<file path="src/rtl/pipeline_hazard_ctrl.sv">
`default_nettype none
// ============================================================================
// Module      : pipeline_hazard_ctrl
// Description : Hazard and stall sequencer for a 5-stage RISC-V pipeline.
//               Sits beside ID and consumes EX-stage status. Resolves
//               load-use hazards, taken-branch flushes, instruction-memory
//               wait states and multi-cycle MUL/DIV operations. Also keeps
//               a saturating count of cycles in which the PC did not load.
//
// Ports       : clk             rising-edge clock
//               reset_n         synchronous active-low reset
//               id_rs1/id_rs2   source registers of the ID instruction
//               id_uses_rs1/2   ID instruction reads rs1/rs2
//               id_is_mdu       ID instruction is MUL/DIV
//               ex_mem_read     EX instruction is a load
//               ex_rd           destination of the EX instruction
//               ex_branch_taken EX branch/jump resolved taken
//               imem_ready      instruction memory data valid this cycle
//               mdu_done        MDU result valid (one-cycle pulse)
//               pc_write        PC load enable
//               if_id_stall     hold IF/ID contents
//               if_id_flush     clear IF/ID to NOP
//               id_ex_bubble    load NOP into ID/EX
//               mdu_start       one-cycle MDU launch pulse
//               mdu_timeout     sticky MDU timeout error flag
//               stall_count     saturating count of pc_write=0 cycles
//
// Revision    : 1.0  initial release
// ============================================================================
module pipeline_hazard_ctrl #(
    parameter int MDU_TIMEOUT = 64,   // 2..255
    parameter int CNT_W       = 32
) (
    input  logic             clk,
    input  logic             reset_n,
    input  logic [4:0]       id_rs1,
    input  logic [4:0]       id_rs2,
    input  logic             id_uses_rs1,
    input  logic             id_uses_rs2,
    input  logic             id_is_mdu,
    input  logic             ex_mem_read,
    input  logic [4:0]       ex_rd,
    input  logic             ex_branch_taken,
    input  logic             imem_ready,
    input  logic             mdu_done,
    output logic             pc_write,
    output logic             if_id_stall,
    output logic             if_id_flush,
    output logic             id_ex_bubble,
    output logic             mdu_start,
    output logic             mdu_timeout,
    output logic [CNT_W-1:0] stall_count
);

    localparam logic [0:0] ST_RUN      = 1'b0;
    localparam logic [0:0] ST_MDU_WAIT = 1'b1;

    // Wait-cycle count value at which the MDU is abandoned; the wait state is
    // entered with the counter at 0, so this lands MDU_TIMEOUT cycles after
    // the issue cycle.
    localparam logic [7:0] TMO_LAST = 8'(MDU_TIMEOUT - 1);

    logic [0:0]       state_q,       state_d;
    logic [7:0]       tmo_cnt_q,     tmo_cnt_d;
    logic             mdu_timeout_q, mdu_timeout_d;
    logic [CNT_W-1:0] stall_count_q, stall_count_d;

    logic w_load_use;
    logic w_pc_write;
    logic w_stall;
    logic w_flush;
    logic w_bubble;
    logic w_mdu_start;

    // x0 is hard-wired zero, so a load targeting it never creates a hazard.
    assign w_load_use = ex_mem_read && (ex_rd != 5'd0) &&
                        ((id_uses_rs1 && (id_rs1 == ex_rd)) ||
                         (id_uses_rs2 && (id_rs2 == ex_rd)));

    always_comb begin
        w_pc_write    = 1'b1;
        w_stall       = 1'b0;
        w_flush       = 1'b0;
        w_bubble      = 1'b0;
        w_mdu_start   = 1'b0;
        state_d       = state_q;
        tmo_cnt_d     = tmo_cnt_q;
        mdu_timeout_d = mdu_timeout_q;

        case (state_q)
            ST_RUN: begin
                if (ex_branch_taken) begin
                    // ID holds a wrong-path instruction: squash it regardless
                    // of any hazard it would otherwise raise.
                    w_pc_write = 1'b1;
                    w_flush    = 1'b1;
                    w_bubble   = 1'b1;
                end else if (w_load_use) begin
                    w_pc_write = 1'b0;
                    w_stall    = 1'b1;
                    w_bubble   = 1'b1;
                end else if (id_is_mdu) begin
                    w_mdu_start = 1'b1;
                    w_pc_write  = 1'b0;
                    w_stall     = 1'b1;
                    w_bubble    = 1'b1;
                    tmo_cnt_d   = 8'd0;
                    state_d     = ST_MDU_WAIT;
                end else if (!imem_ready) begin
                    // The ID instruction moves on; a NOP takes its place.
                    w_pc_write = 1'b0;
                    w_flush    = 1'b1;
                end
            end

            ST_MDU_WAIT: begin
                if (mdu_done || (tmo_cnt_q == TMO_LAST)) begin
                    // Release the MDU instruction into EX.
                    w_pc_write = imem_ready;
                    w_flush    = !imem_ready;
                    state_d    = ST_RUN;
                    if (!mdu_done) begin
                        mdu_timeout_d = 1'b1;
                    end
                end else begin
                    w_pc_write = 1'b0;
                    w_stall    = 1'b1;
                    w_bubble   = 1'b1;
                    tmo_cnt_d  = tmo_cnt_q + 8'd1;
                end
            end

            default: begin
                state_d = ST_RUN;
            end
        endcase
    end

    always_comb begin
        stall_count_d = stall_count_q;
        if (!w_pc_write && (stall_count_q != {CNT_W{1'b1}})) begin
            stall_count_d = stall_count_q + CNT_W'(1);
        end
    end

    always_ff @(posedge clk) begin
        if (!reset_n) begin
            state_q       <= ST_RUN;
            tmo_cnt_q     <= 8'd0;
            mdu_timeout_q <= 1'b0;
            stall_count_q <= '0;
        end else begin
            state_q       <= state_d;
            tmo_cnt_q     <= tmo_cnt_d;
            mdu_timeout_q <= mdu_timeout_d;
            stall_count_q <= stall_count_d;
        end
    end

    // During reset the pipeline is held flushed; otherwise flush beats stall.
    always_comb begin
        if (!reset_n) begin
            pc_write     = 1'b0;
            if_id_stall  = 1'b0;
            if_id_flush  = 1'b1;
            id_ex_bubble = 1'b1;
            mdu_start    = 1'b0;
        end else begin
            pc_write     = w_pc_write;
            if_id_stall  = w_stall && !w_flush;
            if_id_flush  = w_flush;
            id_ex_bubble = w_bubble;
            mdu_start    = w_mdu_start;
        end
    end

    assign mdu_timeout = mdu_timeout_q;
    assign stall_count = stall_count_q;

endmodule
`default_nettype wire

</file>
<file path="config.mk">
export PLATFORM = sky130hd
export DESIGN_NAME = pipeline_hazard_ctrl
export DESIGN_NICKNAME = d
export VERILOG_FILES = /design/src/rtl/pipeline_hazard_ctrl.sv
export SDC_FILE = /design/constraint.sdc
export NUM_CORES = 1
export LEC_CHECK = 0
export ABC_AREA = 1
export BUFFER_PORTS_ARGS = -buffer_cell sky130_fd_sc_hd__buf_2
export CAP_MARGIN = 10
export CELL_PAD_IN_SITES_DETAIL_PLACEMENT = 1
export CELL_PAD_IN_SITES_GLOBAL_PLACEMENT = 2
export CORE_MARGIN = 10
export CORE_UTILIZATION = 28
export DETAILED_ROUTE_END_ITERATION = 16
export PLACE_DENSITY = 0.77
export SYNTH_ARGS = -nofsm -noshare
export SYNTH_HDL_FRONTEND = slang
export SYNTH_SLANG_ARGS = --single-unit
</file>
<file path="constraint.sdc">
create_clock -name clk -period 2.75 [get_ports clk]
set_clock_uncertainty 0.2 [all_clocks]
set_input_delay 0.275 -clock clk [delete_from_list [all_inputs] [get_ports clk]]
set_output_delay 0.275 -clock clk [all_outputs]
set_load 0.02 [all_outputs]
</file>
* After elaboration in Yosys (flattened, before gate mapping)
Cells that the tools add are included.
Storage, ports and cells: output and inout bits 38, input bits 24, word-level logic and storage cells 63, flip-flop bits (word level) 42
Cells by class: reduce and logical (&&, ||, !) cells 14, add/sub/neg operators 2, mux-type cells 33, bitwise logic cells 2, equal/unequal tests 8
Operators by type and width (number):
- 32-bit by 1-bit adder with 32-bit output, second input constant | 1
- 8-bit 2-to-1 mux | 4
- 32-bit inequality test, second input constant | 1
- 1-bit 2-to-1 mux | 23
- 8-bit one-hot mux with 2 select lines | 1
- 5-bit == test | 2
- 1-bit one-hot mux with 2 select lines | 5
- 8-bit by 1-bit adder with 8-bit output, second input constant | 1
- 8-bit by 6-bit == test with 1-bit output, second input constant | 1
- 2-bit inequality test, second input constant | 4
- 1-bit logical AND | 6
- 5-bit nonzero test | 1
- 4-bit AND reduction | 1
- 1-bit logical NOT | 3
- 3-bit AND reduction | 1
- 1-bit logical OR | 2
- 1-bit NOT | 2

* Logic depth before layout (Yosys ltp)
word-level depth 10, gate-level depth with buffers 14, depth with buffers taken out 14

* Worst setup path before layout
Ideal clock, no wire load.
path type register to output, from register tmo_cnt_q[0], to output port pc_write, data required time 2.275 ns, arrival time 1.731 ns, path slack 0.544 ns, cell stages (with the launch flop) 11, path buffers 1, cells stage by stage dfxtp_1 -> ha_1 -> nand3_2 -> nor3_2 -> nand3_1 -> nand2_1 -> inv_2 -> o21ai_2 -> nand2_4 -> buf_2 -> nor2_1
On the way: cells in the longest elaborated chain, start to end 5
Ends and longest elaborated chain:
- start: declaration | RTL line 64 | logic [7:0] tmo_cnt_q, tmo_cnt_d;
- start signal: assignment | RTL line 154 | tmo_cnt_q <= tmo_cnt_d;
- 8-bit by 6-bit == test with 1-bit output | RTL line 117 | if (mdu_done || (tmo_cnt_q == TMO_LAST)) begin
- 1-bit logical OR | RTL line 117
- 1-bit 2-to-1 mux | RTL line 117
- 1-bit one-hot mux with 2 select lines | RTL line 90 | case (state_q)
- 1-bit 2-to-1 mux | RTL line 162 | if (!reset_n) begin
- end: declaration | RTL line 46 | output logic pc_write,
No other way between the ends.

* Final worst setup path
Same ends and word-level chain as after synthesis.

==> metrics.cfg <==
[global_route]
grt_pass1_vias=2971
grt_max_degree=35
grtUsageTotal=0.117
gr-total-overflow=0
grt_pass1_wl_um=14200
antenna_found_initial=0

[power]
power_mw=1.29
p_sw_mw=0.396
p_int_mw=0.893
p_clk_frac=0.345
pwr-share-comb=0.163
swShare=0.307
sequentialPowerShare=0.492
power.leakage_nw=1.57
vdd_drop_max_mv=0.176
p_per_area_nw_per_um2=392

[floorplanning]
initial_core_util=0.284
dieArea_um2=14100
die_w_um=119
rows=36
coreArea_um2=9640
ios=62
die_h_um=119

[final_layout]
layout_common_cells=nand2_1, nor2_1, buf_2
insertedDiodeCount=0
syn_to_final_growth_pct=20.2
fin_area_um2=3290
nets=534
final_common_cell=nand2_1
drive_gt1_frac=0.193
layoutNonFillerInstCount=642

[clock_network]
clkLatencyLatePin_ns=0.31
tritoncts=done
clk_root_buffer_cell=clkbuf_8
htreeDepth=2
clockBufferDepth=2
clkSinkCount=42
cts.reportedPaths.clkPinSlew_ns=0.09
cts_buffers=5
cts_hold_buf=0

[routing]
drt-total-wl_um=8460
viasPerCell=4.51
drt_iter0_markers=123
drtPass1Iterations=4
wl_per_cell_um=13.2
ant_nets=0
vias=2897
drc=0

[place]
post-place-ws_ns=0.189
placed_area_um2=3150
port_buffers=61
hpwl_um=6300
gp_congestion=0.742
dp_cells=631

[sta]
setup-violations-final=0
relSlewSlack=0.745
slew_violations=0
finalHoldViolations=0
fin_ws_ns=0.148
worst_slew_pin_slew_ns=0.382
min_period_ns=2.60
fin_crit_sh=0.946
max_freq_ghz=0.384

[yosys]
syn_area_per_cell_um2=6.11
yosysUniqueCellTypes=30
netlist_instances=448
yosysSeqAreaShare=0.307
synth_area_um2=2740
synthesis.nets=474
synth_seq_cells=42
yosysWarnings=0

[setup_path]
setup.worst_path.class=flip-flop to output port
worst-path-max-fanout=17
start_kind=flip-flop
cp-end-kind=output port
cp.required_ns=2.28
cp.arrival_ns=2.13

[worst_hold_path]
hold_path.class=input pin to flip-flop

[job]
maxCapViolCount=0

[outcome]
status=finished clean

[power by group through the flow]
stage | Combinational [mW] | Clock (mW) | Sequential (mW)
6_report | 0.210 | 0.445 | 0.634
3_3_place_gp | 0.197 | 0 | 0.648
5_1_grt | 0.240 | 0.490 | 0.637
4_1_cts | 0.204 | 0.468 | 0.634
2_1_floorplan | 0.132 | 0 | 0.657
3_5_place_dp | 0.203 | 0 | 0.648
[final timing paths]
| kind | startpoint | cells after the start | slack, ns | end |
|---|---|---|---|---|
| min reg2reg | mdu_timeout$_SDFFE_PN0P_ | 2 | 0.25 | mdu_timeout$_SDFFE_PN0P_ |
| max reg2reg | stall_count[0]$_SDFFE_PN0P_ | 10 | 0.41 | stall_count[23]$_SDFFE_PN0P_ |
| max | tmo_cnt_q[0]$_SDFFE_PN0P_ | 10 | 0.15 | pc_write |
| min | mdu_done | 4 | 0.04 | mdu_timeout$_SDFFE_PN0P_ |
[per-stage QoR]
step / utilization / setup TNS [ns] / hold slack, ns
floorplan: - / 0 / 0.241
global route: 0.341 / -0.00654 / 0.0778
finish: 0.341 / 0 / 0.0432
CTS: 0.337 / 0 / 0.0446
global placement: 0.327 / 0 / 0.237
detailed placement: 0.327 / 0 / 0.251
[Yosys cell counts]
master,instances,area share
nand2_2,3,0.0069
a21oi_1,42,0.077
nand3_2,4,0.015
inv_2,3,0.0041
nor3_1,5,0.0091
nand2_1,124,0.17
nor3_2,2,0.0073
o21ai_0,2,0.0037
o21bai_2,1,0.0041
clkinv_1,1,0.0014
nand4_1,5,0.011
ha_1,2,0.0091
buf_6,4,0.016
nand2_4,1,0.0041
nor2_4,2,0.0082
dfxtp_1,42,0.31
nor2_1,75,0.10
nand3b_1,3,0.0082
nor2_2,3,0.0069
inv_1,55,0.075
clkbuf_1,5,0.0069
buf_2,4,0.0073
nor4_1,1,0.0023
nor4_4,1,0.0078
nand3_1,44,0.080
nand4_2,2,0.0091
xor2_1,8,0.026
buf_4,1,0.0027
xnor2_1,2,0.0064
o21ai_2,1,0.0032
[logic make-up (layout without fill, tap and decap cells)]
family,Yosys count,after routing,share of synthesized area
fa+ha+maj,2,2,0.00914
buf+inv,73,133,0.114
xor+xnor,10,10,0.0320
simple gates,275,276,0.449
flops,42,42,0.307
compound gates,46,46,0.0878
[state kept, by name (all words and copies together) (netlist names)]
signal / count
mdu_timeout: 1
tmo_cnt_q: 8
stall_count: 32
state_q: 1
[routing by layer]
metal / vias to the layer above / wire, um / GRT usage
li1: 1524 / - / -
met1: 1334 / 3920 / 0.141
met2: 33 / 4170 / 0.205
met3: 6 / 277 / 0.0274
met4: 0 / 89 / 0.0298
met5: - / 0 / 0
[worst max-delay path, stage by stage (launching register included)]
cell and delay [ns]:
dfxtp_1 0.42, ha_1 0.23, nand3_2 0.12, nor3_2 0.17
nand3_1 0.10, nand2_1 0.08, inv_2 0.06, o21ai_4 0.21
nand2_8 0.15, nor2_1 0.12, buf_2 0.17
[what timing repair did]
action | 4_1_cts | 5_1_grt
gates resized for setup | 0 | 2
setup endpoints to repair | 0 | 4
setup buffers | 0 | 2
[cell type report]
cell class	instances	area [um2]
Fill cell	1319	6350
Multi-Input combinational cell	334	1610
Sequential cell	42	841
Timing Repair Buffer	66	355
Inverter	59	221
Tap cell	133	166
Clock buffer	6	82.6
Clock inverter	2	12.5
Power figures use the tool's default switching activity.
